### src/rtl/mul_seq_pkg.sv
// Shared types for the sequential shift-add multiplier.
package mul_seq_pkg;

  // Controller states: waiting for operands, iterating, holding the result.
  typedef enum logic [1:0] {
    IDLE = 2'd0,
    BUSY = 2'd1,
    DONE = 2'd2
  } mul_seq_state_t;

endpackage

### src/rtl/mul_seq.sv
// Sequential shift-add multiplier. Both operands are taken together on one
// joint handshake; the product appears DIN1_W+1 cycles later and is held
// until the consumer accepts it. Signed operands are reduced to magnitudes,
// multiplied unsigned, and the result is negated at the end when needed.
module mul_seq
  import mul_seq_pkg::*;
#(
  parameter int DIN0_SIGNED = 0,
  parameter int DIN1_SIGNED = 0,
  parameter int DIN0_W      = 16,
  parameter int DIN1_W      = 16,
  parameter int DOUT_W      = DIN0_W + DIN1_W
) (
  input  logic              clk,
  input  logic              rst,
  input  logic [DIN0_W-1:0] din0_data,
  input  logic              din0_valid,
  output logic              din0_ready,
  input  logic [DIN1_W-1:0] din1_data,
  input  logic              din1_valid,
  output logic              din1_ready,
  output logic [DOUT_W-1:0] dout_data,
  output logic              dout_valid,
  input  logic              dout_ready
);

  localparam int CNT_W = $clog2(DIN1_W + 1);

  // The product width is fixed by the operand widths; anything else is a
  // configuration mistake that must stop elaboration.
  if (DOUT_W != DIN0_W + DIN1_W) begin : g_bad_dout_w
    $error("mul_seq: DOUT_W must equal DIN0_W+DIN1_W");
  end

  mul_seq_state_t    state_reg;
  logic [DIN0_W-1:0] mcand_reg;
  logic [DIN1_W-1:0] mplier_reg;
  logic [DOUT_W-1:0] acc_reg;
  logic [CNT_W-1:0]  cnt_reg;
  logic              neg_reg;
  logic [DOUT_W-1:0] dout_data_reg;
  logic              dout_valid_reg;

  logic              take;
  logic              sign0, sign1;
  logic [DIN0_W-1:0] mag0;
  logic [DIN1_W-1:0] mag1;
  logic [DIN0_W-1:0] addend;
  logic [DIN0_W:0]   sum;
  logic [DOUT_W:0]   shifted;
  logic [DOUT_W-1:0] acc_next;
  logic [DOUT_W-1:0] acc_neg;
  logic              last_iter;

  // Operands are only ever consumed as a pair, and only while idle and out
  // of reset, so a lone valid never produces a one-sided handshake.
  assign take       = rst & (state_reg == IDLE) & din0_valid & din1_valid;
  assign din0_ready = take;
  assign din1_ready = take;

  // Magnitude of each operand; the most negative value maps onto its
  // unsigned bit pattern, which is exactly the right magnitude.
  assign sign0 = (DIN0_SIGNED != 0) & din0_data[DIN0_W-1];
  assign sign1 = (DIN1_SIGNED != 0) & din1_data[DIN1_W-1];
  assign mag0  = sign0 ? (~din0_data + DIN0_W'(1'b1)) : din0_data;
  assign mag1  = sign1 ? (~din1_data + DIN1_W'(1'b1)) : din1_data;

  // One iteration: conditionally add the multiplicand into the upper
  // DIN0_W+1 bits (carry kept), then shift the whole accumulator right.
  assign addend    = mplier_reg[0] ? mcand_reg : '0;
  assign sum       = {1'b0, acc_reg[DOUT_W-1 -: DIN0_W]} + {1'b0, addend};
  assign shifted   = {sum, acc_reg[DIN1_W-1:0]};
  assign acc_next  = shifted[DOUT_W:1];
  assign acc_neg   = ~acc_next + DOUT_W'(1'b1);
  assign last_iter = (cnt_reg == CNT_W'(DIN1_W - 1));

  // Controller and datapath registers; reset discards any operation in flight.
  always_ff @(posedge clk) begin
    if (!rst) begin
      state_reg      <= IDLE;
      mcand_reg      <= '0;
      mplier_reg     <= '0;
      acc_reg        <= '0;
      cnt_reg        <= '0;
      neg_reg        <= 1'b0;
      dout_data_reg  <= '0;
      dout_valid_reg <= 1'b0;
    end else begin
      case (state_reg)
        IDLE: begin
          if (take) begin
            mcand_reg  <= mag0;
            mplier_reg <= mag1;
            neg_reg    <= sign0 ^ sign1;
            acc_reg    <= '0;
            cnt_reg    <= '0;
            state_reg  <= BUSY;
          end
        end
        BUSY: begin
          acc_reg    <= acc_next;
          mplier_reg <= mplier_reg >> 1;
          cnt_reg    <= cnt_reg + CNT_W'(1'b1);
          if (last_iter) begin
            dout_data_reg  <= neg_reg ? acc_neg : acc_next;
            dout_valid_reg <= 1'b1;
            cnt_reg        <= '0;
            state_reg      <= DONE;
          end
        end
        DONE: begin
          if (dout_ready) begin
            dout_valid_reg <= 1'b0;
            state_reg      <= IDLE;
          end
        end
        default: state_reg <= IDLE;
      endcase
    end
  end

  assign dout_data  = dout_data_reg;
  assign dout_valid = dout_valid_reg;

endmodule
### config.mk
export PLATFORM = sky130hd
export DESIGN_NAME = mul_seq
export DESIGN_NICKNAME = d
export VERILOG_FILES = /design/src/rtl/mul_seq_pkg.sv /design/src/rtl/mul_seq.sv
export SDC_FILE = /design/constraint.sdc
export NUM_CORES = 1
export LEC_CHECK = 0
export CORE_ASPECT_RATIO = 0.7
export CORE_UTILIZATION = 50
export CTS_CLUSTER_DIAMETER = 50
export CTS_CLUSTER_SIZE = 14
export DETAILED_ROUTE_END_ITERATION = 12
export GPL_TIMING_DRIVEN = 0
export HOLD_SLACK_MARGIN = 0.15
export MAX_ROUTING_LAYER = met4
export PLACE_DENSITY = 0.84
export SLEW_MARGIN = 5
export SYNTH_ARGS = -nofsm -noshare
export SYNTH_HDL_FRONTEND = slang
export SYNTH_SLANG_ARGS = --single-unit
### constraint.sdc
create_clock -name clk -period 3.3 [get_ports clk]
set_input_delay 0.825 -clock clk [delete_from_list [all_inputs] [get_ports clk]]
set_output_delay 0.825 -clock clk [all_outputs]
set_load 0.005 [all_outputs]
==> metrics.md <==
| Metric | Value |
|---|---|
| Worst-Skew Late Latency | `between 0.3 and 0.4 ns` |
| Cell Rows | `29` |
| Post-synth top cells | `nand2_1 (145), dfxtp_1 (103), a21oi_1 (63)` |
| Worst path slowest cell | `clkdlybuf4s50_1` |
| Power Total | `2.502 mW` |
| Hold violation count in the final report | `0` |
| Synth area leader | `dfxtp_1` |
| Root Driver | `clkbuf_16` |
| Critical path buffer and inverter count | `5` |
| Worst Skew | `0.009988 ns` |
| Final Critical Period | `3.171 ns` |
| Layout cell share with drive strength beyond 1 | `3.319%` |
| Post-DP HPWL | `9671 um` |
| Reg area | `0.002062 mm2` |
| Status | `complete, no violations` |
| Top post-synthesis cells by area | `dfxtp_1 (43%), nand2_1 (11%), a21oi_1 (6.6%), nand3_1 (6.2%), ha_1 (4.5%)` |
| Grt ovf | `0` |
| Max H-tree Level | `3` |
| Dpl ws | `-0.5229 ns` |
| Hold WC Path Type | `register to register` |
| Port Buffers | `70` |
| Hold-fix buffers, CTS | `0` |
| Setup WS post-layout | `0.1287 ns` |
| Switching pwr | `0.6117 mW` |
| Count of final setup violators | `0` |
| CP top delay family | `buffers and inverters` |
| Pwr per Cell Area | `approximately 430 mW/mm2` |
| Final Max Slew Viols | `0` |
| Crit-path cells | `clkdlybuf4s50_1, nand4_1, buf_4, clkinv_4, buf_4, clkdlybuf4s50_1` |
| Vias | `4663` |
| RePlAce Congestion | `~0.95` |
| Drt pass-1 iters | `6` |
| Final ANT Viol Nets | `0` |
| MaxCap Viol Count | `0` |
| Final WL | `12970 um` |
| Initial DRC count | `493` |
| Final cell count without fillers | `817` |
| # nets final | `743` |
| Final antenna diode count | `0` |
| Total GRT Usage | `28.05%` |
| CP max stage delay | `0.49 ns` |
| Net Sw Frac | `24.44%` |
| WP data arrival | `~2.4 ns` |
| Starting Density | `51.89%` |
| Largest net degree at the start of global routing | `18` |
| Yosys warnings | `0` |
| Clock share of power | `40.2%` |
| Critical Path End Type | `primary output` |
| Unrepaired setup endpoints after global routing | `no` |
| Mapped cell area | `0.004745 mm2` |
| CP max FO | `17` |
| CTS tree | `built` |
| Nature of the critical path startpoint | `input pin` |
| Avg Cell Area, Syn | `a little under 8 um2` |
| Area Growth Syn to Fin | `24.05%` |
| Total negative slack | `0 ns` |
| Ys flop type | `dfxtp_1` |
| Req. time, crit path | `roughly 2.5 ns` |
| Unique masters post-synth | `just under 50` |
| VDD IR max | `0.2754 mV` |
| Max Fclk | `315.3 MHz` |
| DRC | `0` |
| Sequential area share after synthesis | `a little over two fifths` |
| Die ar. | `0.009889 mm2` |
| Routed len/inst | `between 15 and 20 um` |
| Multi-input gate area | `0.002481 mm2` |
| FFs w/ async S/R, synth | `0%` |
| Vias in the first global route | `roughly 4300` |
| Mapped Cells | `607` |
| Cell internal pwr | `1.891 mW` |
| Syn Nets | `662` |
| Initial antenna violation count | `0` |
| Number of synthesized flops with an enable pin | `0` |
| Global-route wire length before repair | `21150 um` |
| Longest Clk Path Bufs | `2` |
| Worst Max-Slew Pin Slew | `0.9695 ns` |
| Die W | `approximately 120 um` |
| Hold_ws | `0.4564 ns` |
| Placed cells | `801` |
| CTS Buf Count | `9` |
| Period Utilization, post-route | `approximately 96%` |
| Static leakage | `2.289 nW` |
| Top-area cell type share of the netlist area | `between 40% and 50%` |
| Combinational share of power | `8.1%` |
| Synthesized flop and latch total | `103` |
| Fill cell count | `825` |
| Max FFs per register | `32` |
| Worst setup path class | `input pin to primary output` |
| Max-slew headroom | `a little over a third` |
| Vias/cell | `5.707` |
| Sequential power share | `51.7%` |
| Die span in y | `83.50 um` |
| IO Count | `72` |
| Top-count cell post-synth | `nand2_1` |
| Reg clk slew, reported paths | `0.07 ns` |
| Clock sinks | `103` |
| Core Footprint | `0.009144 mm2` |
-- cells by family (layout without fill, tap and decap cells) --
kind of cell    Yosys count  count (layout)  synth area share (%)
fa+ha+maj                18              18                 4.905
simple gates            289             289                 27.51
buf+inv                  50             136                 4.246
xor+xnor                  9               9                 1.661
mux                       1               1                0.2110
compound gates          137             137                 18.01
flops                   103             103                 43.46
-- per-stage QoR --
step | util [%] | instance area (um2)
6_report | 64.37 | 5886
5_1_grt | 64.37 | 5886
4_1_cts | 64.37 | 5886
3_5_place_dp | 61.25 | 5600
3_3_place_gp | 61.25 | 5600
2_1_floorplan | - | 4745
-- layout make-up --
cell class	instances	share of cell area, %
Inverter	3	0.2764
Clock buffer	12	4.188
Timing Repair Buffer	71	12.03
Clock inverter	4	0.5102
Tap cell	124	2.636
Sequential cell	103	35.03
Multi-Input combinational cell	454	42.16
Buffer	46	3.168
-- worst register-to-register path: cells and delay by family (launching register included) --
family | cells | cell delay, ns
AOI/OAI and AO/OA | 2 | 0.62
adders and majority gates | 2 | 0.64
buffers and inverters | 2 | 0.34
DFF | 1 | 0.35
and+or+nand+nor | 4 | 0.97
-- routing by layer --
layer / track usage [%] / vias to the layer above / wire (um)
met5: - / - / 0
met4: 6.329 / 0 / 127
met3: 8.402 / 13 / 979
met2: 40.86 / 171 / 5578
met1: 38.28 / 2196 / 6279
li1: - / 2283 / -
-- power by group through the flow --
| stage | Sequential [mW] | Clock [mW] | Combinational [mW] |
|---|---|---|---|
| floorplan | 1.32 | 0 | 0.111 |
| finish | 1.29 | 1.01 | 0.202 |
| detailed placement | 1.32 | 0 | 0.198 |
| CTS | 1.29 | 1.01 | 0.200 |
| global route | 1.30 | 1.08 | 0.223 |
| global placement | 1.32 | 0 | 0.191 |
-- final timing paths --
kind / endpoint / startpoint / cells after the start / slack [ns]
hold / removal: dout_data[15] / dout_data[15] / 2 / 0.46
setup / recovery: din1_ready / din1_valid / 6 / 0.13
setup reg to reg: acc_reg[29] / mplier_reg[0] / 10 / 0.34
hold reg to reg: dout_data[15] / dout_data[15] / 2 / 0.46
-- what timing repair did --
action                                  4_1_cts  5_1_grt
gates resized for setup                       2        0
setup buffers                                 1        0
endpoints found under the setup margin        2        0
-- layout by cell type, fill, tap and decap left out, types with 2 or more instances in the layout --
cell type / Yosys / routed
nand2_1: 145 / 145
dfxtp_1: 103 / 103
clkdlybuf4s50_1: 0 / 70
a21oi_1: 63 / 63
nand3_1: 59 / 59
clkbuf_1: 40 / 41
nor2_1: 29 / 29
and2_1: 22 / 22
o21ai_0: 19 / 19
ha_1: 17 / 17
a311oi_1: 15 / 15
a21o_1: 11 / 11
clkbuf_16: 0 / 9
nand4_1: 8 / 8
nor3_1: 8 / 8
xor2_1: 6 / 6
and3_1: 5 / 5
a31oi_1: 5 / 5
o211ai_1: 4 / 4
buf_1: 3 / 3
nand2b_1: 3 / 3
xnor2_1: 3 / 3
o31ai_1: 3 / 3
or4_1: 3 / 3
clkinv_4: 0 / 2
nor2b_1: 2 / 2
buf_2: 2 / 2
a211oi_1: 2 / 2
o21a_1: 2 / 2
o2111ai_1: 2 / 2
a211o_1: 2 / 2
buf_4: 1 / 2
Power figures use the tool's default switching activity.
